--- src/rtl/uart_pkg.sv ---
// Shared types and constants for the UART transmitter.
// Frame states and parity mode encodings.
package uart_pkg;

    typedef enum logic [2:0] {
        IDLE,
        WAIT,
        START,
        DATA,
        PAR,
        STOP
    } uart_state_t;

    localparam int PAR_NONE = 0;
    localparam int PAR_EVEN = 1;
    localparam int PAR_ODD  = 2;

endpackage

--- src/rtl/uart_tx.sv ---
// Asynchronous serial transmitter paced by an external baud enable.
// Bytes arrive on a valid/ready handshake; tx is registered, idle high.
module uart_tx
    import uart_pkg::*;
#(
    parameter int DATA_BITS = 8,
    parameter int PARITY    = 0,
    parameter int STOP_BITS = 1
) (
    input  logic                 clk,
    input  logic                 rst,
    input  logic                 tick,
    input  logic [DATA_BITS-1:0] data,
    input  logic                 valid,
    output logic                 ready,
    output logic                 tx,
    output logic                 busy
);

    localparam int CW = $clog2(DATA_BITS);
    localparam logic [CW-1:0] LAST_BIT = CW'(DATA_BITS - 1);
    localparam logic LAST_STOP = 1'(STOP_BITS - 1);

    if (DATA_BITS < 5 || DATA_BITS > 9) begin : g_bad_data_bits
        $error("uart_tx: DATA_BITS must be 5..9");
    end
    if (STOP_BITS < 1 || STOP_BITS > 2) begin : g_bad_stop_bits
        $error("uart_tx: STOP_BITS must be 1 or 2");
    end
    if (PARITY < 0 || PARITY > 2) begin : g_bad_parity
        $error("uart_tx: PARITY must be 0, 1 or 2");
    end

    uart_state_t          state;
    logic [DATA_BITS-1:0] sreg;
    logic [CW-1:0]        bcnt;
    logic                 scnt;
    logic                 par;

    assign ready = (state == IDLE) && !rst;
    assign busy  = (state != IDLE);

    always_ff @(posedge clk or posedge rst) begin
        if (rst) begin
            state <= IDLE;
            tx    <= 1'b1;
            sreg  <= '0;
            bcnt  <= '0;
            scnt  <= 1'b0;
            par   <= 1'b0;
        end else begin
            unique case (state)
                IDLE: begin
                    // A tick coinciding with the handshake is deliberately ignored.
                    if (valid) begin
                        sreg  <= data;
                        par   <= (^data) ^ (PARITY == PAR_ODD);
                        state <= WAIT;
                    end
                end
                WAIT: begin
                    if (tick) begin
                        tx    <= 1'b0;
                        state <= START;
                    end
                end
                START: begin
                    if (tick) begin
                        tx    <= sreg[0];
                        sreg  <= {1'b0, sreg[DATA_BITS-1:1]};
                        bcnt  <= '0;
                        state <= DATA;
                    end
                end
                DATA: begin
                    if (tick) begin
                        if (bcnt == LAST_BIT) begin
                            bcnt <= '0;
                            scnt <= 1'b0;
                            if (PARITY != PAR_NONE) begin
                                tx    <= par;
                                state <= PAR;
                            end else begin
                                tx    <= 1'b1;
                                state <= STOP;
                            end
                        end else begin
                            bcnt <= bcnt + 1'b1;
                            tx   <= sreg[0];
                            sreg <= {1'b0, sreg[DATA_BITS-1:1]};
                        end
                    end
                end
                PAR: begin
                    if (tick) begin
                        tx    <= 1'b1;
                        scnt  <= 1'b0;
                        state <= STOP;
                    end
                end
                STOP: begin
                    if (tick) begin
                        if (scnt == LAST_STOP) begin
                            scnt  <= 1'b0;
                            state <= IDLE;
                        end else begin
                            scnt <= 1'b1;
                        end
                    end
                end
                default: begin
                    tx    <= 1'b1;
                    state <= IDLE;
                end
            endcase
        end
    end

endmodule

--- config.mk ---
export PLATFORM = sky130hd
export DESIGN_NAME = uart_tx
export DESIGN_NICKNAME = d
export VERILOG_FILES = /design/src/rtl/uart_pkg.sv /design/src/rtl/uart_tx.sv
export SDC_FILE = /design/constraint.sdc
export NUM_CORES = 1
export LEC_CHECK = 0
export BUFFER_PORTS_ARGS = -buffer_cell sky130_fd_sc_hd__buf_2
export CAP_MARGIN = 20
export CELL_PAD_IN_SITES_DETAIL_PLACEMENT = 1
export CELL_PAD_IN_SITES_GLOBAL_PLACEMENT = 2
export CORE_MARGIN = 2
export CORE_UTILIZATION = 30
export CTS_BUF_LIST = sky130_fd_sc_hd__clkbuf_4
export CTS_CLUSTER_SIZE = 8
export DETAILED_ROUTE_END_ITERATION = 10
export HOLD_SLACK_MARGIN = 0.05
export PLACE_DENSITY = 0.8
export SYNTH_ARGS = -nofsm -noshare
export SYNTH_HDL_FRONTEND = slang
export SYNTH_SLANG_ARGS = --single-unit
--- constraint.sdc ---
create_clock -name clk -period 1.6 [get_ports clk]
set_input_delay 0.32 -clock clk [delete_from_list [all_inputs] [get_ports clk]]
set_output_delay 0.32 -clock clk [all_outputs]
set_load 0.005 [all_outputs]
==> metrics.txt <==
# TYPE chip_impl_metric gauge
chip_impl_info{name="run_status",value="completed"} 1
chip_impl_info{name="worst-setup-path-type",value="reg2reg"} 1
chip_impl_metric{name="timing.fmax",unit="MHz"} 652
chip_impl_metric{name="utilization",unit=""} 0.392
chip_impl_metric{name="post-dp-hpwl",unit="mm"} 1.56
chip_impl_metric{name="detail-route-antenna-nets",unit=""} 0
chip_impl_metric{name="synthAdderAreaFrac",unit=""} 0.0426
chip_impl_metric{name="dieHeight",unit="µm"} 58.2
chip_impl_metric{name="slew_headroom",unit=""} 0.602
chip_impl_metric{name="total_die_area",unit="µm²"} 3390
chip_impl_metric{name="vias",unit=""} 766
chip_impl_metric{name="grt_pass1_vias",unit=""} 795
chip_impl_metric{name="layout_cells_sized_above_1",unit=""} 0.374
chip_impl_metric{name="cp.required",unit="ns"} 1.82
chip_impl_metric{name="multiplexer_share_of_the_synthesized_area",unit=""} 0.0794
chip_impl_metric{name="post_cts_hold_fix_bufs",unit=""} 0
chip_impl_metric{name="ys_seq_area_frac",unit=""} 0.427
chip_impl_metric{name="clock_tree.htree_level_count",unit=""} 1
chip_impl_metric{name="gr-total-overflow",unit=""} 0
chip_impl_info{name="mostFrequentLayoutCells",value="sky130_fd_sc_hd__buf_2, sky130_fd_sc_hd__dfrtp_1, sky130_fd_sc_hd__o21ai_0, sky130_fd_sc_hd__buf_4"} 1
chip_impl_metric{name="cts.sink_count",unit=""} 15
chip_impl_metric{name="max_slew.worst_pin.slew",unit="ns"} 0.596
chip_impl_metric{name="syn_nets",unit=""} 100
chip_impl_metric{name="drc_errors",unit=""} 0
chip_impl_metric{name="cts_buffers",unit=""} 3
chip_impl_metric{name="detail_route.wl_per_cell",unit="µm"} 16.1
chip_impl_metric{name="placeableCoreArea",unit="µm²"} 2780
chip_impl_info{name="synth_top_family_by_area",value="compound AO/OA/AOI/OAI gates"} 1
chip_impl_metric{name="final_max_slew_viol_count",unit=""} 0
chip_impl_info{name="start_kind",value="register"} 1
chip_impl_metric{name="antenna_found_initial",unit=""} 0
chip_impl_metric{name="port-buffer-count",unit=""} 14
chip_impl_info{name="worstSetupEndpointType",value="register"} 1
chip_impl_metric{name="antenna_diode_instance_count",unit=""} 0
chip_impl_metric{name="fin_worst_hold_slack",unit="ns"} 0.0874
chip_impl_metric{name="setup_viol",unit=""} 0
chip_impl_metric{name="max-clock-path-buffers",unit=""} 2
chip_impl_metric{name="cap_viol_max_count",unit=""} 0
chip_impl_metric{name="grt_pass1_wl",unit="mm"} 3.72
chip_impl_metric{name="postSynthRegisterBits",unit=""} 15
chip_impl_metric{name="p_leak",unit="nW"} 0.487
chip_impl_metric{name="fp.dieW",unit="µm"} 58.2
chip_impl_metric{name="worst_clock_skew",unit="ns"} 0.00763
chip_impl_metric{name="post_drt_via_cell_ratio",unit=""} 5.55
chip_impl_metric{name="worstPathArrival",unit="ns"} 1.75
chip_impl_info{name="root_buffer",value="sky130_fd_sc_hd__clkbuf_4"} 1
chip_impl_metric{name="initial_core_util",unit=""} 0.317
chip_impl_metric{name="detail_route.iter0.violations",unit=""} 19
chip_impl_metric{name="finalCritPeriodShare",unit=""} 0.959
chip_impl_metric{name="area_growth",unit="%"} 23.5
chip_impl_info{name="mostFrequentLayoutCell",value="sky130_fd_sc_hd__buf_2"} 1
chip_impl_metric{name="avg_synthesized_cell_area",unit="µm²"} 10.4
chip_impl_metric{name="timing.reg2reg.setup_slack",unit="ns"} 0.07
chip_impl_metric{name="min_tclk_post_route",unit="ns"} 1.53
chip_impl_metric{name="synthCells",unit=""} 85
chip_impl_metric{name="synth_xor_area_frac",unit=""} 0
chip_impl_metric{name="worst_setup_hold_path_clk_slew",unit="ns"} 0.10
chip_impl_metric{name="hold_violations",unit=""} 0
chip_impl_metric{name="post_synth_and_or_nand_nor_area_fraction",unit=""} 0.130
chip_impl_metric{name="globalplace.congestion",unit=""} 0.746
chip_impl_info{name="hold_path.class",value="in2async"} 1
chip_impl_metric{name="synth_cell_type_count",unit=""} 28
chip_impl_metric{name="num_ports",unit=""} 15
chip_impl_metric{name="row_count",unit=""} 19
chip_impl_metric{name="ys.warnings.count",unit=""} 0
chip_impl_metric{name="grt_use_total",unit=""} 0.144
chip_impl_metric{name="drt-pass1-iter-count",unit=""} 4
chip_impl_metric{name="vdd.ir_drop.worst",unit="mV"} 0.580
chip_impl_metric{name="cp_max_fo",unit=""} 3
chip_impl_metric{name="final_nets",unit=""} 123
chip_impl_metric{name="mappedNetlistArea",unit="µm²"} 882
chip_impl_metric{name="insertion_delay",unit="ns"} 0.29
chip_impl_metric{name="routed_wl",unit="mm"} 2.22
chip_impl_metric{name="design_power_total",unit="mW"} 1.58
chip_impl_metric{name="grt_start_max_net_pins",unit=""} 17
chip_impl_info{name="cts_tree",value="built"} 1
chip_impl_metric{name="powerDensity",unit="nW/µm²"} 1450
chip_impl_metric{name="synth-compound-area-share",unit=""} 0.261
==> Yosys cell counts, drive strengths merged <==
master / number / area [µm²]
nand3: 1 / 5.00
nor2b: 1 / 6.26
a22oi: 1 / 7.51
nand3b: 2 / 15.0
a22o: 1 / 17.5
clkbuf: 1 / 3.75
mux2i: 7 / 70.1
dfrtp: 14 / 350
a2bb2oi: 1 / 8.76
o21ai: 10 / 50.1
nor4b: 1 / 23.8
dfstp: 1 / 26.3
o31ai: 1 / 7.51
inv: 2 / 7.51
buf: 5 / 37.5
nand4: 1 / 6.26
nand2: 7 / 26.3
nor3b: 1 / 7.51
clkinv: 1 / 3.75
a21oi: 2 / 10.0
o21bai: 2 / 15.0
or3b: 1 / 8.76
ha: 3 / 37.5
a31oi: 7 / 43.8
nor2: 2 / 7.51
and2: 1 / 8.76
a311oi: 8 / 70.1
==> registers in the layout (all words and copies together), names as in the netlist <==
| name | cells |
|---|---|
| bcnt | 3 |
| tx | 1 |
| state | 3 |
| sreg | 8 |
==> kinds of logic after synthesis <==
family	count (synthesis)
fa+ha+maj	3
compound gates	33
flops	15
buf+inv	9
mux	7
simple gates	18
==> power breakdown <==
group	switching [mW]	internal [mW]	total (mW)
Sequential	0.124	0.536	0.660
Combinational	0.328	0.343	0.671
Clock	0.131	0.114	0.245
==> critical path, stage by stage, from the launching register on <==
cell and delay [ns]:
sky130_fd_sc_hd__dfrtp_1 0.40, sky130_fd_sc_hd__ha_1 0.23, sky130_fd_sc_hd__ha_1 0.21, sky130_fd_sc_hd__or3b_2 0.46
sky130_fd_sc_hd__o21ai_0 0.16
==> metrics by stage <==
stage	setup slack [ns]	std cells	setup TNS, ns	area [µm²]
2_1_floorplan	0.184	85	0	882
3_3_place_gp	0.156	131	0	1000
3_5_place_dp	0.0878	131	0	1000
4_1_cts	0.00637	135	0	1040
5_1_grt	-0.0202	138	-0.0224	1090
6_report	0.0655	138	0	1090
==> per-layer routing <==
metal | part of all wire | routed length [µm] | GRT usage | vias to the layer above
li1 | - | - | - | 371
met1 | 0.47 | 1050 | 0.197 | 376
met5 | 0 | 0 | 0 | -
met3 | 0.027 | 60 | 0.0201 | 5
met4 | 0.024 | 54 | 0.0698 | 0
met2 | 0.48 | 1060 | 0.222 | 14
==> path summary, 6_finish.rpt <==
check | from | endpoint | cells past startpoint
min reg2reg | tx | tx | 2
max in group asynchronous | rst | state[0] | 2
max | bcnt[0] | bcnt[0] | 4
min | rst | state[2] | 2
max reg2reg | bcnt[0] | bcnt[0] | 4
min in group clk | data[7] | sreg[7] | 3
==> layout make-up <==
class / instances / area, µm²
clock buffers: 4 / 30.0
flip-flops and latches: 15 / 379
repair buffers: 24 / 145
well taps: 31 / 38.8
inverters: 3 / 11.3
multi-input cells: 61 / 485
fillers: 339 / 1690
==> timing repair <==
item | CTS | global route
pin swaps | 0 | 0
cloned | 0 | 0
setup endpoints to repair | 1 | 5
resized for setup | 2 | 6
setup buffers | 0 | 3
No activity file was read; power rests on OpenSTA's default activity.
